--- src/rtl/uart_rx_edge_sampler.sv ---
// UART RX edge sampler: line synchroniser, oversampling edge/bit counters
// and a 3-sample majority voter feeding the RX FSM.
module uart_rx_edge_sampler #(
    parameter int unsigned SYNC_STAGES = 2,
    parameter int unsigned PRESCALE_W  = 5
) (
    input  logic                  clk_smp,
    input  logic                  rst_smp,
    input  logic                  RX_IN_smp,
    input  logic [PRESCALE_W-1:0] prescale_smp,
    input  logic                  edge_bit_en_smp,
    input  logic                  data_samp_en_smp,
    output logic                  rx_sync_smp,
    output logic [PRESCALE_W-1:0] edge_count_smp,
    output logic [3:0]            bit_count_smp,
    output logic                  sampled_bit_smp,
    output logic                  sample_valid_smp
);

    localparam int unsigned CW = PRESCALE_W + 1;

    logic [SYNC_STAGES-1:0] sync_q;
    logic [2:0]             samp_q;

    logic [PRESCALE_W-1:0] p_eff;
    logic [PRESCALE_W-1:0] p_last;
    logic [PRESCALE_W-1:0] mid;
    logic [PRESCALE_W-1:0] mid_m1;
    logic [PRESCALE_W-1:0] mid_p1;
    logic [CW-1:0]         mid_p2_w;
    logic [CW-1:0]         p_eff_w;
    logic                  vote_wraps;
    logic [PRESCALE_W-1:0] vote_pt;
    logic                  vote_hit;
    logic                  majority;

    // Effective prescale is clamped to 4 so the three mid-bit samples always fit.
    assign p_eff  = (prescale_smp < PRESCALE_W'(4)) ? PRESCALE_W'(4) : prescale_smp;
    assign p_last = p_eff - PRESCALE_W'(1);
    assign mid    = p_eff >> 1;
    assign mid_m1 = mid - PRESCALE_W'(1);
    assign mid_p1 = mid + PRESCALE_W'(1);

    // Vote point m+2; when it falls past the bit (P=4) it lands on edge 0 of the
    // next bit and is only taken once a previous bit exists to credit it to.
    assign mid_p2_w   = CW'(mid) + CW'(2);
    assign p_eff_w    = CW'(p_eff);
    assign vote_wraps = (mid_p2_w >= p_eff_w);
    assign vote_pt    = vote_wraps ? PRESCALE_W'(mid_p2_w - p_eff_w) : PRESCALE_W'(mid_p2_w);
    assign vote_hit   = (edge_count_smp == vote_pt) &&
                        (!vote_wraps || (bit_count_smp != 4'd0));

    assign majority = (samp_q[0] & samp_q[1]) | (samp_q[0] & samp_q[2]) |
                      (samp_q[1] & samp_q[2]);

    assign rx_sync_smp = sync_q[SYNC_STAGES-1];

    // Synchroniser chain for the asynchronous serial line; idles high.
    always_ff @(posedge clk_smp) begin
        if (rst_smp) begin
            sync_q <= '1;
        end else begin
            sync_q <= {sync_q[SYNC_STAGES-2:0], RX_IN_smp};
        end
    end

    // Edge and bit counters; >= compare keeps a mid-frame prescale drop safe.
    always_ff @(posedge clk_smp) begin
        if (rst_smp) begin
            edge_count_smp <= '0;
            bit_count_smp  <= 4'd0;
        end else if (!edge_bit_en_smp) begin
            edge_count_smp <= '0;
            bit_count_smp  <= 4'd0;
        end else if (edge_count_smp >= p_last) begin
            edge_count_smp <= '0;
            if (bit_count_smp != 4'hf) begin
                bit_count_smp <= bit_count_smp + 4'd1;
            end
        end else begin
            edge_count_smp <= edge_count_smp + PRESCALE_W'(1);
        end
    end

    // Mid-bit sample capture and majority vote.
    always_ff @(posedge clk_smp) begin
        if (rst_smp) begin
            samp_q           <= 3'b111;
            sampled_bit_smp  <= 1'b1;
            sample_valid_smp <= 1'b0;
        end else if (!data_samp_en_smp) begin
            samp_q           <= 3'b111;
            sample_valid_smp <= 1'b0;
        end else begin
            if (edge_count_smp == mid_m1) begin
                samp_q[0] <= rx_sync_smp;
            end
            if (edge_count_smp == mid) begin
                samp_q[1] <= rx_sync_smp;
            end
            if (edge_count_smp == mid_p1) begin
                samp_q[2] <= rx_sync_smp;
            end
            sample_valid_smp <= vote_hit;
            if (vote_hit) begin
                sampled_bit_smp <= majority;
            end
        end
    end

endmodule

--- config.mk ---
export PLATFORM = sky130hd
export DESIGN_NAME = uart_rx_edge_sampler
export DESIGN_NICKNAME = d
export VERILOG_FILES = /design/src/rtl/uart_rx_edge_sampler.sv
export SDC_FILE = /design/constraint.sdc
export NUM_CORES = 1
export LEC_CHECK = 0
export CAP_MARGIN = 10
export CELL_PAD_IN_SITES_DETAIL_PLACEMENT = 0
export CELL_PAD_IN_SITES_GLOBAL_PLACEMENT = 1
export CORE_ASPECT_RATIO = 0.75
export CORE_MARGIN = 5
export CORE_UTILIZATION = 37
export DETAILED_ROUTE_END_ITERATION = 8
export GPL_TIMING_DRIVEN = 0
export PLACE_DENSITY_LB_ADDON = 0.12
export SLEW_MARGIN = 20
export SYNTH_ARGS = -nofsm -noshare
export SYNTH_HDL_FRONTEND = slang
export SYNTH_SLANG_ARGS = --single-unit
export TNS_END_PERCENT = 5
--- constraint.sdc ---
create_clock -name clk_smp -period 3.5 [get_ports clk_smp]
set_input_delay 0.525 -clock clk_smp [delete_from_list [all_inputs] [get_ports clk_smp]]
set_output_delay 0.525 -clock clk_smp [all_outputs]
set_load 0.02 [all_outputs]
==> results.md <==
Floorplanning:
- The initial core utilization is 0.386.
- The initialized floorplan defines 20 standard-cell rows.
- The core box area is 4100 µm².
- The count of pins on the block boundary is 22.
- The die width is 85.5 µm.
- The die covers 5700 µm².
- The die is 66.6 µm tall.

Yosys:
- The portion of the post-synthesis area used by sequential elements is 0.202.
- In this run, synthesis inferred 0 flip-flops with an integrated enable.
- The largest family of logic cells by synthesized area is simple AND/OR/NAND/NOR gates.
- For this run, the leading register cell type out of synthesis is dfxtp_1.
- The number of warnings reported in the yosys synthesis log is 0.
- The cell area that synthesis handed to floorplanning was 1580 µm².
- The share of synthesized registers carrying an async set or reset is 0.
- Of the total synthesized cell area, the portion taken by XOR and XNOR cells is 0.111.
- Of the total synthesized cell area, the portion taken by AND, OR, NAND and NOR gates is 0.246.
- The mux cell area share after synthesis is 0.0261.
- The area share of fa/ha/maj cells after synthesis is 0.153.
- Each instance of the synthesized netlist takes up on average 8.42 µm².
- The synthesized instance count is 188.
- The number of distinct library cells after synthesis is 53.
- The compound-cell area share of the yosys netlist is 0.200.
- The synthesized netlist net count is 216.
- The number of synthesized register bits is 16.

Layout:
- The library cells used most frequently in the layout, excluding fill and tap cells, are 18 x clkdlybuf4s50_1, 16 x xnor2_1, 16 x ha_1, 16 x dfxtp_1, 15 x inv_1.
- The layout filler cell count is 433.
- The final cell area excluding filler cells is 1950 µm².
- The repair_antennas step left the layout with diodes totalling 0.
- Compared with the post-synthesis result, the final layout area differs by 23.3%.
- Leaving out filler cells and counting taps, the final layout contains 269.
- The layout cell share with drive strength beyond 1 is 0.140.
- Leaving out fill and tap cells, the most frequent cell in the layout is clkdlybuf4s50_1.
- The number of nets at the end of the flow is 243.

Timing:
- Headroom to the max-slew limit came out at 0.665.
- For the final routed database, the setup TNS stands at 0 ns.
- In the finished design, the share of the clock period the worst path needs comes to 0.941.
- The number of setup violations in the final report is 0.
- The number of slew-limit violations in the final report is 0.
- The smallest clock period supported by the final layout is computed as 3.29 ns.
- Setup repair after global routing left no endpoint under its margin.
- The final number of hold-violating endpoints is 0.
- The maximum clock frequency is 0.304 GHz.
- The worst clock skew on the final layout is 0.00143 ns.
- The final critical-path setup slack is 0.205 ns.
- At the pin with the least slew margin, the transition time is 0.499 ns.

Detailed routing:
- The detail-routed net length per standard cell is 14.6 µm.
- Before antenna repair, the detailed router went through 4 iterations.
- In the routed layout, each cell is associated on average with a via count of 5.33.
- Once detail routing completed, the nets flagged for antenna violations numbered 0.
- For this run, design rule violations remaining after detail routing come to 0.
- The number of design-rule violations left by the first detailed-router iteration is 104.
- Wires add up to 3930 µm.
- The routed via count is 1,434.

CTS:
- CTS built an H-tree with a depth of 1.
- The number of buffers on the longest clock path is 2.
- Clock-pin slew was measured on the worst setup and hold paths at 0.06 ns.
- The clock root buffer is clkbuf_8.
- The clock drives 16 sinks.
- The number of clock buffers added by TritonCTS is 3.
- The insertion delay of the later-clocked pin in the worst-skew pair is 0.25 ns.
- TritonCTS built the clock tree.

Place:
- After detailed placement, the total cell area comes to 1850 µm².
- Summed over all nets, the half-perimeter wirelength after detailed placement is 3130 µm.
- Timing analysis after detailed placement gives a worst setup slack of -0.875 ns.
- The final weighted congestion in routability-driven placement is 0.849.
- Port buffering added 20 buffers.
- Including well taps, the total number of placed cells is 263.

Power:
- The fraction of power spent switching nets is 0.311.
- The static leakage power is 0.780 nW.
- The part of the total power dissipated in combinational logic is 0.344.
- Power spread over the standard cell area amounts to 275 nW/µm².
- The switching power of the nets is 167 µW.
- VDD sags by at most 0.220 mV.
- Of the total power, registers draw 0.355.
- The cell-internal power is 370 µW.
- The share of total power dissipated in the clock network is 0.302.

Run status:
- The flow ran to the end, and the final reports show no timing, DRC or antenna violations.

Global routing:
- The via count of the first global-routing pass is 1,416.
- After global routing, the most crowded layer is met2.
- For met1 alone, demand over resource in global routing was 0.221.
- The fraction of met3 tracks used by global routing is 0.0445.
- In the global route stage, overall resource usage came out at 0.150.
- The initial antenna violation count came to 0.
- The maximum number of pins on one net before global-route repair is 11.
- The first-pass GRT wire length is 6880 µm.
- The final global-route overflow total is 0.
- For met2 alone, demand over resource in global routing was 0.222.

Worst setup path:
- The endpoint type of the worst setup path is a register.
- The class of the most critical setup path is in -> reg.
- The worst endpoint required time is 3.68 ns.
- The critical path arrival is 3.48 ns.
- The peak fanout along the critical path is 4.
- The type of element launching the critical path is an input pin.

Min path:
- The type of the worst min-delay path is reg -> reg.

Run:
- The total of max-cap violations is 0.
[cells in the mapped netlist, types with 5 or more instances]
cell      number  area (µm²)
ha_1          17         213
dfxtp_1       16         320
inv_1         16        60.1
xnor2_1       16         140
nor2_1        12        45.0
nand2_1       10        37.5
nand3_1       10        50.1
a21oi_1        7        35.0
a21o_1         5        37.5
nand2b_1       5        31.3
nor2b_1        5        31.3
[per-stage QoR]
step	utilization	total power [mW]	hold slack, ns
floorplan	-	0.324	0.389
global placement	0.451	0.368	0.397
detailed placement	0.451	0.371	0.397
CTS	0.474	0.542	0.416
global route	0.476	0.572	0.458
finish	0.476	0.537	0.411
[registers in the layout, summed over array words and instances, names as in the netlist]
register / cells
edge_count_smp: 5
bit_count_smp: 4
samp_q: 3
sync_q: 2
sample_valid_smp: 1
sampled_bit_smp: 1
[worst max-delay path: stages]
cell and delay (ns):
dlygate4sd2_1 0.28, buf_6 0.15, o31ai_4 0.23, ha_2 0.23, inv_1 0.05, fa_2 0.38, or4_1 0.50, and3_1 0.18
or3_4 0.37, and3_4 0.19, o211ai_2 0.18, mux2i_1 0.19
[logic make-up after synthesis]
logic type,count (synthesis)
AND/OR/NAND/NOR,65
AO/OA/AOI/OAI,42
buffers and inverters,22
XOR/XNOR,20
adder cells (fa/ha/maj),19
flip-flops,16
multiplexers,4
[path summary, 6_finish.rpt]
path	start	endpoint	slack, ns	cells past startpoint
max	prescale_smp[4]	sampled_bit_smp$_SDFFE_PP1P_	0.21	12
min	sync_q[0]$_SDFF_PP1_	sync_q[1]$_SDFF_PP1_	0.41	1
max reg2reg	edge_count_smp[0]$_SDFF_PP0_	edge_count_smp[3]$_SDFF_PP0_	1.15	9
min reg2reg	sync_q[0]$_SDFF_PP1_	sync_q[1]$_SDFF_PP1_	0.41	1
[what timing repair did]
| action | in CTS | in global routing |
|---|---|---|
| buffers inserted | 2 | 0 |
| hold buffers | 0 | 0 |
| gates resized for setup | 8 | 2 |
| endpoints found under the setup margin | 11 | 11 |
| pin swaps | 1 | 0 |
[power groups by stage]
stage | sequential [mW] | clock, mW | combinational [mW]
2_1_floorplan | 0.196 | 0 | 0.128
3_3_place_gp | 0.194 | 0 | 0.174
3_5_place_dp | 0.195 | 0 | 0.176
4_1_cts | 0.191 | 0.168 | 0.184
5_1_grt | 0.191 | 0.176 | 0.205
6_report | 0.191 | 0.162 | 0.185
[layout make-up]
| type | count | area [µm²] | area share |
|---|---|---|---|
| Timing Repair Buffer | 22 | 216 | 0.111 |
| Inverter | 17 | 66.3 | 0.0340 |
| Multi-Input combinational cell | 150 | 1190 | 0.610 |
| Tap cell | 55 | 68.8 | 0.0353 |
| Clock buffer | 4 | 55.1 | 0.0282 |
| Sequential cell | 16 | 320 | 0.164 |
| Buffer | 5 | 35.0 | 0.0179 |
[layer usage]
metal  share of wire  vias up
met1            0.53      671
met3           0.064        2
li1                -      718
met5               0        -
met2            0.40       43
met4          0.0010        0
No activity file was read; power rests on OpenSTA's default activity.
